===== config.mk =====
export PLATFORM = sky130hd
export DESIGN_NAME = convolve_pipe
export DESIGN_NICKNAME = d
export VERILOG_FILES = /design/src/rtl/conv_pkg.sv /design/src/rtl/conv_postproc.sv /design/src/rtl/convolve_pipe.sv
export SDC_FILE = /design/constraint.sdc
export NUM_CORES = 1
export LEC_CHECK = 0
export ABC_AREA = 0
export CORE_UTILIZATION = 60
export CTS_CLUSTER_DIAMETER = 100
export DETAILED_ROUTE_END_ITERATION = 10
export DONT_BUFFER_PORTS = 1
export GPL_TIMING_DRIVEN = 0
export PLACE_DENSITY = 0.84
export SLEW_MARGIN = 40
export SYNTH_ARGS = -nofsm -noshare
export SYNTH_HDL_FRONTEND = slang
export SYNTH_SLANG_ARGS = --single-unit

===== constraint.sdc =====
create_clock -name clk -period 4.7 [get_ports clk]
set_clock_uncertainty 0.1 [all_clocks]
set_input_delay 0.94 -clock clk [delete_from_list [all_inputs] [get_ports clk]]
set_output_delay 0.94 -clock clk [all_outputs]
set_load 0.01 [all_outputs]

===== src/rtl/conv_pkg.sv =====
// Shared definitions for the 3x3 convolution engine: mode encoding, kernel coefficients, accumulator sizing.
// Latency: none (declarations only).
// Backpressure: not applicable. Optional saturation counter in the top is enabled by CONV_SAT_COUNT_EN.
package conv_pkg;

    typedef enum logic [2:0] {
        CONV_CLEAR = 3'd0,
        CONV_SOBX  = 3'd1,
        CONV_SOBY  = 3'd2,
        CONV_GAUSS = 3'd3,
        CONV_MAG   = 3'd4
    } conv_mode_e;

    // Coefficients indexed k = row*3 + col, row 0 on top, col 0 on the left.
    localparam int SOBX_K  [9] = '{-1, 0, 1, -2, 0, 2, -1, 0, 1};
    localparam int SOBY_K  [9] = '{-1, -2, -1, 0, 0, 0, 1, 2, 1};
    localparam int GAUSS_K [9] = '{1, 2, 1, 2, 4, 2, 1, 2, 1};

    // Worst case is the Gaussian (weight total 16) plus a sign bit, with one bit of headroom.
    function automatic int conv_sum_w(input int pix_w);
        return pix_w + 6;
    endfunction

endpackage


===== src/rtl/conv_postproc.sv =====
// Final-stage arithmetic: absolute value, magnitude add, Gaussian round-shift, clip and clip flag.
// Latency: purely combinational; the result register lives in the caller.
// Backpressure: none here; the caller decides when the result is captured.
module conv_postproc
    import conv_pkg::*;
#(
    parameter int PIX_W = 8,
    parameter int SUM_W = conv_sum_w(PIX_W)
) (
    input  logic [2:0]              mode,
    input  logic signed [SUM_W-1:0] sum_a,
    input  logic signed [SUM_W-1:0] sum_b,
    output logic [PIX_W-1:0]        pix,
    output logic                    sat
);

    localparam logic [SUM_W:0] MAX_V = (SUM_W+1)'((1 << PIX_W) - 1);

    logic [SUM_W-1:0]        abs_a;
    logic [SUM_W-1:0]        abs_b;
    logic signed [SUM_W-1:0] rnd;
    logic [SUM_W-1:0]        gsh;
    logic [SUM_W:0]          val;

    // Pick the pre-clip value for the mode, then clip to the pixel range.
    // The Gaussian result is at most 16*max/16 after rounding, so it never clips.
    always_comb begin
        abs_a = sum_a[SUM_W-1] ? -sum_a : sum_a;
        abs_b = sum_b[SUM_W-1] ? -sum_b : sum_b;
        rnd   = sum_a + $signed(SUM_W'(8));
        gsh   = rnd >>> 4;
        case (mode)
            CONV_SOBX, CONV_SOBY: val = {1'b0, abs_a};
            CONV_GAUSS:           val = {1'b0, gsh};
            CONV_MAG:             val = {1'b0, abs_a} + {1'b0, abs_b};
            default:              val = '0;
        endcase
        sat = (val > MAX_V);
        pix = sat ? MAX_V[PIX_W-1:0] : val[PIX_W-1:0];
    end

endmodule


===== src/rtl/convolve_pipe.sv =====
// 3x3 convolution engine (clear, Sobel X/Y, Gaussian, Sobel magnitude), one window in and one pixel out per cycle.
// Latency: 3 register stages (row sums, full sums, post-processed output).
// Backpressure: all stages advance together only when ena is high and the output slot is empty or being taken; CONV_SAT_COUNT_EN adds sat_count.
module convolve_pipe
    import conv_pkg::*;
#(
    parameter int PIX_W = 8,
    parameter int SUM_W = conv_sum_w(PIX_W)
) (
    input  logic               clk,
    input  logic               resetn,
    input  logic               ena,
    input  logic               in_valid,
    output logic               in_ready,
    input  logic [9*PIX_W-1:0] in_win,
    input  logic [2:0]         in_mode,
    output logic               out_valid,
    input  logic               out_ready,
    output logic [PIX_W-1:0]   out_pix,
    output logic               out_sat
`ifdef CONV_SAT_COUNT_EN
    ,
    output logic [15:0]        sat_count
`endif
);

    logic adv;

    assign adv      = ena & (~out_valid | out_ready);
    assign in_ready = adv;

    // Coefficients are small constants, so each product reduces to a shift and optional negate.
    function automatic logic signed [SUM_W-1:0] wmul(input logic [PIX_W-1:0] p, input int c);
        logic signed [SUM_W-1:0] x;
        x = $signed({{(SUM_W-PIX_W){1'b0}}, p});
        case (c)
            1:       return x;
            2:       return x <<< 1;
            4:       return x <<< 2;
            -1:      return -x;
            -2:      return -(x <<< 1);
            default: return '0;
        endcase
    endfunction

    logic signed [SUM_W-1:0] row_x [3];
    logic signed [SUM_W-1:0] row_y [3];
    logic signed [SUM_W-1:0] row_g [3];
    logic signed [SUM_W-1:0] row_a [3];

    // Per-row weighted sums for every kernel; kernel A follows the mode, Sobel X in magnitude mode.
    always_comb begin
        for (int r = 0; r < 3; r++) begin
            row_x[r] = '0;
            row_y[r] = '0;
            row_g[r] = '0;
            for (int c = 0; c < 3; c++) begin
                row_x[r] = row_x[r] + wmul(in_win[(r*3+c)*PIX_W +: PIX_W], SOBX_K[r*3+c]);
                row_y[r] = row_y[r] + wmul(in_win[(r*3+c)*PIX_W +: PIX_W], SOBY_K[r*3+c]);
                row_g[r] = row_g[r] + wmul(in_win[(r*3+c)*PIX_W +: PIX_W], GAUSS_K[r*3+c]);
            end
            case (in_mode)
                CONV_SOBX, CONV_MAG: row_a[r] = row_x[r];
                CONV_SOBY:           row_a[r] = row_y[r];
                CONV_GAUSS:          row_a[r] = row_g[r];
                default:             row_a[r] = '0;
            endcase
        end
    end

    logic                    s1_vld;
    logic [2:0]              s1_mode;
    logic signed [SUM_W-1:0] s1_a [3];
    logic signed [SUM_W-1:0] s1_b [3];

    // Stage 1: capture row sums and the mode that travels with this beat.
    always_ff @(posedge clk or negedge resetn) begin
        if (!resetn) begin
            s1_vld  <= 1'b0;
            s1_mode <= '0;
            for (int r = 0; r < 3; r++) begin
                s1_a[r] <= '0;
                s1_b[r] <= '0;
            end
        end else if (adv) begin
            s1_vld <= in_valid;
            if (in_valid) begin
                s1_mode <= in_mode;
                for (int r = 0; r < 3; r++) begin
                    s1_a[r] <= row_a[r];
                    s1_b[r] <= row_y[r];
                end
            end
        end
    end

    logic                    s2_vld;
    logic [2:0]              s2_mode;
    logic signed [SUM_W-1:0] s2_a;
    logic signed [SUM_W-1:0] s2_b;

    // Stage 2: fold the three rows into full signed sums.
    always_ff @(posedge clk or negedge resetn) begin
        if (!resetn) begin
            s2_vld  <= 1'b0;
            s2_mode <= '0;
            s2_a    <= '0;
            s2_b    <= '0;
        end else if (adv) begin
            s2_vld <= s1_vld;
            if (s1_vld) begin
                s2_mode <= s1_mode;
                s2_a    <= s1_a[0] + s1_a[1] + s1_a[2];
                s2_b    <= s1_b[0] + s1_b[1] + s1_b[2];
            end
        end
    end

    logic [PIX_W-1:0] pp_pix;
    logic             pp_sat;

    conv_postproc #(
        .PIX_W (PIX_W),
        .SUM_W (SUM_W)
    ) u_postproc (
        .mode  (s2_mode),
        .sum_a (s2_a),
        .sum_b (s2_b),
        .pix   (pp_pix),
        .sat   (pp_sat)
    );

    // Stage 3: output register; it only moves on adv so a stalled result stays put.
    always_ff @(posedge clk or negedge resetn) begin
        if (!resetn) begin
            out_valid <= 1'b0;
            out_pix   <= '0;
            out_sat   <= 1'b0;
        end else if (adv) begin
            out_valid <= s2_vld;
            if (s2_vld) begin
                out_pix <= pp_pix;
                out_sat <= pp_sat;
            end
        end
    end

`ifdef CONV_SAT_COUNT_EN
    // Count clipped results as they leave the engine (only when the pipe really advances), sticking at all-ones.
    always_ff @(posedge clk or negedge resetn) begin
        if (!resetn) begin
            sat_count <= '0;
        end else if (out_valid && out_ready && ena && out_sat && (sat_count != 16'hFFFF)) begin
            sat_count <= sat_count + 16'd1;
        end
    end
`endif

endmodule


==> flow_metrics.env, run 1 <==
export IMPL_status="complete, no violations"
export IMPL_numPortBuffers=0
export IMPL_async_flop_share_pct=100.0
export IMPL_finalCritPeriodShare_pct=90.50
export IMPL_core_area_um2=16700
export IMPL_setup_ws_ns=0.4463
export IMPL_crit_fanout=6
export IMPL_yosysMostFrequentCell="nand2_1"
export IMPL_fmax_mhz=235.1
export IMPL_cap_violations=0
export IMPL_dr_first_iter_drc_count=652
export IMPL_crit_buf_inv=0
export IMPL_period_minus_slack_ns=4.254
export IMPL_antenna_cells=0
export IMPL_grt_max_degree=112
export IMPL_grt_pass1_vias=8569
export IMPL_crit_slowest_cell="a2111oi_4"
export IMPL_worst_pin_slew_ns=0.7726
export IMPL_synth_net_count=1383
export IMPL_finalHoldViolCount=0
export IMPL_crit_arrival_ns=4.39
export IMPL_htree_num_levels=3
export IMPL_clk_pin_slew_worst_paths_ns=0.07
export IMPL_synth_seq_cells=111
export IMPL_cp_start_kind="flip-flop"
export IMPL_setup_worst_path_end_class="flip-flop"
export IMPL_setup_viol=0
export IMPL_die_area_um2=17730
export IMPL_rsz0062_at_grt="false"
export IMPL_yosys_top_cells_count="143 x nand2_1, 111 x dfrtp_1, 105 x ha_1, 94 x o21ai_0, 93 x inv_1"
export IMPL_required_ns=4.84
export IMPL_power_leakage_uw=0.004890
export IMPL_dr_pass1_iters=8
export IMPL_drv_slew=0
export IMPL_die_w_um=133.2
export IMPL_ys_types=81
export IMPL_hold_ws_ns=0.1730
export IMPL_worstSkewPairLatency_ns=0.36
export IMPL_cp_common_cell="nor4_1"
export IMPL_synth_area_per_cell_um2=8.974
export IMPL_antenna_found_initial=0
export IMPL_vias=8463
export IMPL_placement_rows=47
export IMPL_synth_cells=1150
export IMPL_wire_per_inst_um=17.98
export IMPL_drc=0
export IMPL_chipHeight_um=133.2
export IMPL_finish_instance_area_um2=10870
export IMPL_pre_cts_slack_ns=0.3477
export IMPL_syn_area_um2=10320
export IMPL_routed_via_density=6.106
export IMPL_cts_sinks=111
export IMPL_cts_setup_buffers=0
export IMPL_cts_made_buffers=9
export IMPL_critPathTopFamily="simple AND/OR/NAND/NOR gates"
export IMPL_netlist_area_leader_share_pct=26.92
export IMPL_vdd_drop_max_mv=0.7328
export IMPL_yosysWarnings=0
export IMPL_cts_root_buf="clkbuf_16"
export IMPL_seq_area_frac_synth_pct=26.92
export IMPL_critPathKind="reg -> reg"
export IMPL_synthFlopType="dfrtp_1"
export IMPL_cts_tree="built"
export IMPL_placed_area_um2=10600
export IMPL_fin_tns_setup_ns=0
export IMPL_ioPinCount=91
export IMPL_clockBufferDepth=2
export IMPL_synth_edf_count=0
export IMPL_power_density_nw_per_um2=633.6
export IMPL_netlist_top_cells_area="dfrtp_1 27%, ha_1 13%, fa_1 9.3%"
export IMPL_grt_pass1_wl_mm=40.77
export IMPL_grt_usage_pct=29.11
export IMPL_crit_chain="nor4_1 -> nand2b_1 -> or3_1 -> o41ai_1 -> xnor2_1 -> ha_1 -> nor3b_1 -> nor4_1 -> o31ai_1 -> mux2i_1 -> nand3_1 -> a2111oi_4 -> o21ai_2 -> o22a_1"
export IMPL_initial_core_util_pct=61.79
export IMPL_ant_nets=0
export IMPL_crit_path_max_incr_delay_ns=0.51
export IMPL_wl_mm=24.93
export IMPL_nets=1394
export IMPL_syn2layout_area_growth_pct=5.310
export IMPL_synth_area_leader_cell="dfrtp_1"
export IMPL_gp_congestion=0.9088
export IMPL_grt_ovfl_total=0
export IMPL_drive_above_1_share_pct=5.403
export IMPL_slew_headroom_pct=48.18
export IMPL_hp_class="in -> async"
export IMPL_dp_hpwl_mm=20.00
[worst reg2reg max path, delay by kind of cell, from the launching register on]
kind / cells / cell delay, ns
simple gates: 6 / 1.55
fa+ha+maj: 1 / 0.37
xor+xnor: 1 / 0.15
compound gates: 5 / 1.36
mux: 1 / 0.16
flops: 1 / 0.44
[power breakdown]
group | switching (uW) | total, uW | internal (uW)
logic | 2640 | 4580 | 1940
registers | 311 | 1590 | 1280
clock network | 351 | 714 | 363
total | 3310 | 6890 | 3580
[routing by layer]
metal,track usage (%),part of all wire (%)
met1,34.83,42
met2,49.94,48
met3,4.795,4.5
met4,16.35,5.6
met5,0,0
[flip-flops by register name (all words and copies together), names as in the netlist]
signal	flops
s1_a	41
s1_b	24
s2_a	14
s2_b	14
out_pix	8
s1_mode	3
s2_mode	3
out_sat	1
out_valid	1
s1_vld	1
s2_vld	1
[what timing repair did]
item	4_1_cts	5_1_grt
resized for setup	0	1
hold buffers	0	0
setup endpoints to repair	0	5
[metrics by stage]
stage / util, % / power (uW) / std cells
2_1_floorplan: - / 5111 / 1150
3_3_place_gp: 63.44 / 5935 / 1370
3_5_place_dp: 63.44 / 6077 / 1370
4_1_cts: 65.04 / 6819 / 1386
5_1_grt: 65.07 / 7427 / 1386
6_report: 65.07 / 6886 / 1386
[cells in the final DEF (no fill, tap or decap), drive strengths merged, types with 12 or more instances in the layout]
| cell type | count |
|---|---|
| nand2 | 143 |
| dfrtp | 111 |
| ha | 105 |
| o21ai | 102 |
| inv | 94 |
| xnor2 | 74 |
| a21oi | 58 |
| fa | 48 |
| clkbuf | 43 |
| nor2 | 39 |
| xor2 | 37 |
| nor3 | 28 |
| nand3 | 21 |
| a21o | 20 |
| mux2 | 19 |
| nand2b | 16 |
| o31ai | 16 |
| buf | 16 |
| o21bai | 15 |
| nor2b | 15 |
| a22oi | 15 |
| a211oi | 12 |
[final timing paths]
kind / depth (start not counted) / slack [ns] / end / from
setup / recovery: 14 / 0.45 / out_pix[7]$_DFFE_PN0P_ / s2_b[3]$_DFFE_PN0P_
hold / removal: 0 / 0.17 / s2_b[1]$_DFFE_PN0P_ / resetn
setup reg to reg: 14 / 0.45 / out_pix[7]$_DFFE_PN0P_ / s2_b[3]$_DFFE_PN0P_
hold reg to reg: 2 / 0.37 / s2_vld$_DFFE_PN0P_ / s2_vld$_DFFE_PN0P_
max in group asynchronous: 0 / 4.17 / s1_a[13]$_DFFE_PN0P_ / resetn
min in group clk: 2 / 0.37 / s2_vld$_DFFE_PN0P_ / s2_vld$_DFFE_PN0P_
[area by class of cell]
class | instances | area [um2]
multi-input cells | 899 | 7008
fillers | 1382 | 5833
flip-flops and latches | 111 | 2778
inverters | 93 | 349.1
well taps | 220 | 275.3
clock buffers | 12 | 236.5
plain buffers | 47 | 191.4
clock inverters | 4 | 30.03
[cell families after synthesis]
family                     synth area share (%)
AOI/OAI and AO/OA                         20.47
xor gates and xnor gates                  9.420
adders and majority gates                 22.04
buffers and inverters                     5.238
DFF                                       26.92
muxes                                     2.267
and+or+nand+nor                           13.65
Power figures use the tool's default switching activity.
==> run 2, diff against run 1 <==
--- a/config.mk
+++ b/config.mk
@@ -10,8 +10,9 @@
 export CTS_CLUSTER_DIAMETER = 100
 export DETAILED_ROUTE_END_ITERATION = 10
 export DONT_BUFFER_PORTS = 1
+export GPL_ROUTABILITY_DRIVEN = 0
 export GPL_TIMING_DRIVEN = 0
-export PLACE_DENSITY = 0.84
+export PLACE_DENSITY = 0.76
 export SLEW_MARGIN = 40
 export SYNTH_ARGS = -nofsm -noshare
 export SYNTH_HDL_FRONTEND = slang
==> run 2 against run 1 <==
Flip-flop and latch count unchanged. Cell area about the same. Via count decreased by 2.3%. Critical path type unchanged.
==> flow_metrics.env, run 2 (same netlist as run 1, synthesis figures left out) <==
export IMPL_status="complete, no violations"
export IMPL_ioPinCount=91
export IMPL_top_register="s1_a"
export IMPL_chipHeight_um=133.2
export IMPL_crit_arrival_ns=4.56
export IMPL_cp_start_kind="flip-flop"
export IMPL_period_minus_slack_ns=4.415
export IMPL_power_density_nw_per_um2=629.5
export IMPL_hold_buffers=0
export IMPL_antenna_found_initial=0
export IMPL_syn2layout_area_growth_pct=5.262
export IMPL_core_area_um2=16700
export IMPL_required_ns=4.85
export IMPL_wl_mm=24.60
export IMPL_dr_pass1_iters=5
export IMPL_grt_ovfl_total=0
export IMPL_dp_hpwl_mm=20.18
export IMPL_dr_first_iter_drc_count=520
export IMPL_worst_pin_slew_ns=0.8040
export IMPL_hp_class="in -> async"
export IMPL_finish_instance_area_um2=10860
export IMPL_drive_above_1_share_pct=5.317
export IMPL_critPathKind="reg -> reg"
export IMPL_drv_slew=0
export IMPL_ant_nets=0
export IMPL_cap_violations=0
export IMPL_vias=8265
export IMPL_pre_cts_slack_ns=0.3303
export IMPL_crit_buf_inv=2
export IMPL_worstSkewPairLatency_ns=0.36
export IMPL_ctsResizeCount=0
export IMPL_initial_core_util_pct=61.79
export IMPL_fin_tns_setup_ns=0
export IMPL_cts_root_buf="clkbuf_16"
export IMPL_die_area_um2=17730
export IMPL_final_common_cell="nand2_1"
export IMPL_setup_worst_path_end_class="flip-flop"
export IMPL_cts_setup_buffers=0
export IMPL_placed_area_um2=10600
export IMPL_grt_usage_pct=29.13
export IMPL_vdd_drop_max_mv=0.6594
export IMPL_cts_made_buffers=9
export IMPL_fillers=1432
export IMPL_finalHoldViolCount=0
export IMPL_wire_per_inst_um=17.75
export IMPL_hold_ws_ns=0.1898
export IMPL_cts_sinks=111
export IMPL_crit_slowest_cell="nor3b_1"
export IMPL_setup_ws_ns=0.2848
export IMPL_clockBufferDepth=2
export IMPL_clk_pin_slew_worst_paths_ns=0.08
export IMPL_crit_path_max_incr_delay_ns=0.52
export IMPL_critPathTopFamily="simple AND/OR/NAND/NOR gates"
export IMPL_final_cell_mix="143 x nand2_1, 111 x dfrtp_1, 105 x ha_1"
export IMPL_grt_pass1_vias=8366
export IMPL_htree_num_levels=3
export IMPL_reg_top3="s1_a: 41 flops, s1_b: 24 flops"
export IMPL_placement_rows=47
export IMPL_nets=1394
export IMPL_antenna_cells=0
export IMPL_grt_max_degree=112
export IMPL_grt_pass1_wl_mm=40.68
export IMPL_fmax_mhz=226.5
export IMPL_power_leakage_uw=0.004880
export IMPL_largest_register_ffs=41
export IMPL_routed_via_density=5.963
export IMPL_crit_chain="buf_2 -> inv_1 -> ha_1 -> nor4b_1 -> nand3_1 -> nor3b_1 -> ha_1 -> nand2b_1 -> a211oi_1 -> o31ai_1 -> mux2i_1 -> nand3_1 -> a2111oi_4 -> o21ai_2 -> o22a_1"
export IMPL_drc=0
export IMPL_crit_fanout=7
export IMPL_finalCritPeriodShare_pct=93.94
export IMPL_cts_tree="built"
export IMPL_slew_headroom_pct=46.40
export IMPL_final_util_pct=65.04
export IMPL_die_w_um=133.2
export IMPL_rsz0062_at_grt="false"
export IMPL_numPortBuffers=0
export IMPL_setup_viol=0
[run 2: changes by cell type in the layout (fill, tap and decap cells not counted), sizes merged]
cell / change
clkinvlp: +2
clkinv: -2
[run 2: final timing paths]
kind                                          start                      to  slack, ns  cells past startpoint
worst min-delay path                         resetn     s2_b[0]$_DFFE_PN0P_       0.19                      0
worst max register to register  s2_a[3]$_DFFE_PN0P_  out_pix[5]$_DFFE_PN0P_       0.28                     15
worst max-delay path            s2_a[3]$_DFFE_PN0P_  out_pix[5]$_DFFE_PN0P_       0.28                     15
worst min register to register   s2_vld$_DFFE_PN0P_      s2_vld$_DFFE_PN0P_       0.37                      2
min in group clk                 s2_vld$_DFFE_PN0P_      s2_vld$_DFFE_PN0P_       0.37                      2
max in group asynchronous                    resetn  out_pix[0]$_DFFE_PN0P_       4.14                      0
[run 2: power breakdown]
part           total (uW)  leakage, uW  switching [uW]  internal (uW)
sequential           1580      0.00137             304           1280
clock                 713     0.000119             351            363
combinational        4540      0.00339            2610           1930
[run 2: worst reg2reg max path: stages (launching register included)]
cell       delay (ns)
dfrtp_1          0.39
buf_2            0.18
inv_1            0.07
ha_1             0.14
nor4b_1          0.47
nand3_1          0.22
nor3b_1          0.52
ha_1             0.38
nand2b_1         0.19
a211oi_1         0.33
o31ai_1          0.13
mux2i_1          0.17
nand3_1          0.14
a2111oi_4        0.49
o21ai_2          0.18
o22a_1           0.22
[run 2: layout make-up]
| class | count | area (um2) | area share [%] |
|---|---|---|---|
| Multi-Input combinational cell | 899 | 7002 | 64.46 |
| Inverter | 93 | 349.1 | 3.214 |
| Sequential cell | 111 | 2778 | 25.57 |
| Tap cell | 220 | 275.3 | 2.534 |
| Clock buffer | 12 | 236.5 | 2.177 |
| Clock inverter | 4 | 31.28 | 0.2880 |
| Buffer | 47 | 191.4 | 1.762 |
[run 2: stage by stage]
| stage | instances | total power (uW) |
|---|---|---|
| after global placement | 1370 | 5959 |
| after global routing | 1386 | 7434 |
| final | 1386 | 6838 |
| after floorplan | 1150 | 5111 |
| after CTS | 1386 | 6816 |
| after detailed placement | 1370 | 6085 |
[run 2: layer usage]
| layer | routed length (um) | vias up | global-route usage [%] |
|---|---|---|---|
| met1 | 10380 | 3960 | 35.95 |
| met5 | 0 | - | 0 |
| li1 | - | 4048 | - |
| met4 | 912 | 0 | 13.19 |
| met3 | 983 | 48 | 2.930 |
| met2 | 12330 | 209 | 51.60 |
==> run 3, diff against run 2 <==
--- a/config.mk
+++ b/config.mk
@@ -6,14 +6,14 @@
 export NUM_CORES = 1
 export LEC_CHECK = 0
 export ABC_AREA = 0
-export CORE_UTILIZATION = 60
+export CORE_UTILIZATION = 50
 export CTS_CLUSTER_DIAMETER = 100
 export DETAILED_ROUTE_END_ITERATION = 10
 export DONT_BUFFER_PORTS = 1
 export GPL_ROUTABILITY_DRIVEN = 0
 export GPL_TIMING_DRIVEN = 0
-export PLACE_DENSITY = 0.76
-export SLEW_MARGIN = 40
+export PLACE_DENSITY = 0.72
+export SLEW_MARGIN = 20
 export SYNTH_ARGS = -nofsm -noshare
 export SYNTH_HDL_FRONTEND = slang
 export SYNTH_SLANG_ARGS = --single-unit
==> run 3 against run 2 <==
Die area increased by 20%. Cell count rose by 3.6%. Total power is 1.2% higher. Clock-buffer cell count shrank 3. Setup slack gained 0.31 ns. First-iteration DRC count fell by 36%. Non-clock buffer count stayed put. Routed wire length fell by 0.26%. Critical endpoint is now out_pix[7]$_DFFE_PN0P_. Largest power group unchanged.
==> flow_metrics.env, run 3 (same netlist as run 1, synthesis figures left out) <==
export IMPL_status="complete, no violations"
export IMPL_final_util_pct=54.21
export IMPL_clk_pin_slew_worst_paths_ns=0.08
export IMPL_core_area_um2=20230
export IMPL_wl_mm=24.54
export IMPL_die_area_um2=21220
export IMPL_ant_nets=0
export IMPL_antenna_cells=0
export IMPL_cp_start_kind="flip-flop"
export IMPL_finalCritPeriodShare_pct=87.44
export IMPL_final_cell_mix="143 x nand2_1, 111 x dfrtp_1, 105 x ha_1"
export IMPL_internal_power_uw=3638
export IMPL_numPortBuffers=0
export IMPL_fin_tns_setup_ns=0
export IMPL_grt_pass1_vias=8350
export IMPL_cts_tree="built"
export IMPL_ctsResizeCount=0
export IMPL_finalHoldViolCount=0
export IMPL_crit_arrival_ns=4.25
export IMPL_reg_top3="s1_a: 41 flops, s1_b: 24 flops"
export IMPL_power_switching_uw=3280
export IMPL_pwr_share_clk_pct=11.6
export IMPL_grt_max_degree=112
export IMPL_die_w_um=145.7
export IMPL_placement_rows=52
export IMPL_period_minus_slack_ns=4.110
export IMPL_power_leakage_uw=0.004905
export IMPL_cts_setup_buffers=0
export IMPL_vias=8145
export IMPL_chipHeight_um=145.7
export IMPL_crit_chain="buf_2 -> inv_1 -> ha_1 -> nor4b_1 -> nand2_1 -> o41ai_1 -> xnor2_1 -> ha_1 -> clkbuf_1 -> inv_1 -> o21ai_0 -> a211oi_1 -> o31a_1 -> xnor2_1 -> a2111oi_4 -> o21ai_2 -> o22a_1"
export IMPL_top_register="s1_a"
export IMPL_power_density_nw_per_um2=630.7
export IMPL_p_sw_share_pct=47.42
export IMPL_vdd_drop_max_mv=0.3659
export IMPL_worstSkewPairLatency_ns=0.36
export IMPL_hold_buffers=0
export IMPL_ioPinCount=91
export IMPL_cts_root_buf="clkbuf_16"
export IMPL_cts_made_buffers=9
export IMPL_largest_register_ffs=41
export IMPL_fmax_mhz=243.3
export IMPL_required_ns=4.84
export IMPL_final_common_cell="nand2_1"
export IMPL_drive_above_1_share_pct=5.575
export IMPL_grt_ovfl_total=0
export IMPL_combPwrFrac_pct=65.6
export IMPL_seq_power_share_pct=22.9
export IMPL_setup_worst_path_end_class="flip-flop"
export IMPL_worst_pin_slew_ns=0.8773
export IMPL_fillers=1902
export IMPL_wire_per_inst_um=17.09
export IMPL_drv_slew=0
export IMPL_crit_path_max_incr_delay_ns=0.44
export IMPL_antenna_found_initial=0
export IMPL_nets=1394
export IMPL_cap_violations=0
export IMPL_rsz0062_at_grt="false"
export IMPL_critPathKind="reg -> reg"
export IMPL_setup_viol=0
export IMPL_dp_hpwl_mm=20.12
export IMPL_crit_fanout=8
export IMPL_crit_slowest_cell="nor4b_1"
export IMPL_htree_num_levels=3
export IMPL_grt_usage_pct=24.28
export IMPL_placed_area_um2=10660
export IMPL_syn2layout_area_growth_pct=6.293
export IMPL_routed_via_density=5.672
export IMPL_initial_core_util_pct=51.00
export IMPL_hp_class="in -> async"
export IMPL_drc=0
export IMPL_dr_pass1_iters=7
export IMPL_slew_headroom_pct=41.16
export IMPL_dr_first_iter_drc_count=335
export IMPL_grt_pass1_wl_mm=41.32
export IMPL_finish_instance_area_um2=10970
export IMPL_clockBufferDepth=2
export IMPL_cts_sinks=111
==> run 3: changes by cell type in the layout (fill, tap and decap cells not counted), sizes merged <==
cell	delta
inv	+2
bufinv	+1
clkbuf	-3
==> run 3: final cells by class <==
| cell class | count | area, um2 | area share (%) |
|---|---|---|---|
| clock buffer | 9 | 225.2 | 2.053 |
| buffer | 47 | 191.4 | 1.745 |
| multi-input combinational | 899 | 7002 | 63.83 |
| clock inverter | 7 | 86.33 | 0.7870 |
| inverter | 93 | 349.1 | 3.182 |
| tap | 270 | 337.8 | 3.080 |
| sequential | 111 | 2778 | 25.32 |
==> run 3: final timing paths <==
path                                     startpoint                      to  slack, ns  cells after the start
min in group clk                 s2_vld$_DFFE_PN0P_      s2_vld$_DFFE_PN0P_       0.37                      2
max in group asynchronous                    resetn  out_pix[3]$_DFFE_PN0P_       4.20                      0
worst max register to register  s2_a[3]$_DFFE_PN0P_  out_pix[7]$_DFFE_PN0P_       0.59                     17
worst min-delay path                         resetn     s1_a[1]$_DFFE_PN0P_       0.17                      0
worst max-delay path            s2_a[3]$_DFFE_PN0P_  out_pix[7]$_DFFE_PN0P_       0.59                     17
worst min register to register   s2_vld$_DFFE_PN0P_      s2_vld$_DFFE_PN0P_       0.37                      2
==> run 3: through the flow <==
step | hold WS (ns) | setup slack (ns) | power, uW | instances
6_report | 0.1738 | 0.5903 | 6918 | 1436
5_1_grt | 0.1565 | 0.2204 | 7548 | 1436
4_1_cts | 0.1616 | 0.5792 | 6918 | 1436
3_5_place_dp | 0.3556 | 0.2535 | 6080 | 1420
3_3_place_gp | 0.3536 | 0.2748 | 5986 | 1420
2_1_floorplan | 0.3387 | 0.6817 | 5111 | 1150
==> run 3: layer usage <==
metal,wire [um],vias to the layer above,GRT usage [%]
li1,-,4053,-
met1,10710,3856,30.35
met2,11930,184,41.67
met3,987,52,4.075
met4,914,0,9.737
met5,0,-,0
==> run 3: power by group through the flow <==
stage	sequential (uW)	clock [uW]	combinational [uW]
global placement	1580	0	4400
floorplan	1510	0	3610
global route	1620	854	5070
finish	1580	802	4530
detailed placement	1600	0	4480
CTS	1580	813	4530
==> run 3: worst max-delay path: cells and delay by family, from the launching register on <==
| kind | cells | cell delay [ns] |
|---|---|---|
| buffers and inverters | 4 | 0.60 |
| adder cells (fa/ha/maj) | 2 | 0.42 |
| AND/OR/NAND/NOR | 2 | 0.53 |
| flip-flops | 1 | 0.38 |
| AO/OA/AOI/OAI | 7 | 1.66 |
| XOR/XNOR | 2 | 0.30 |
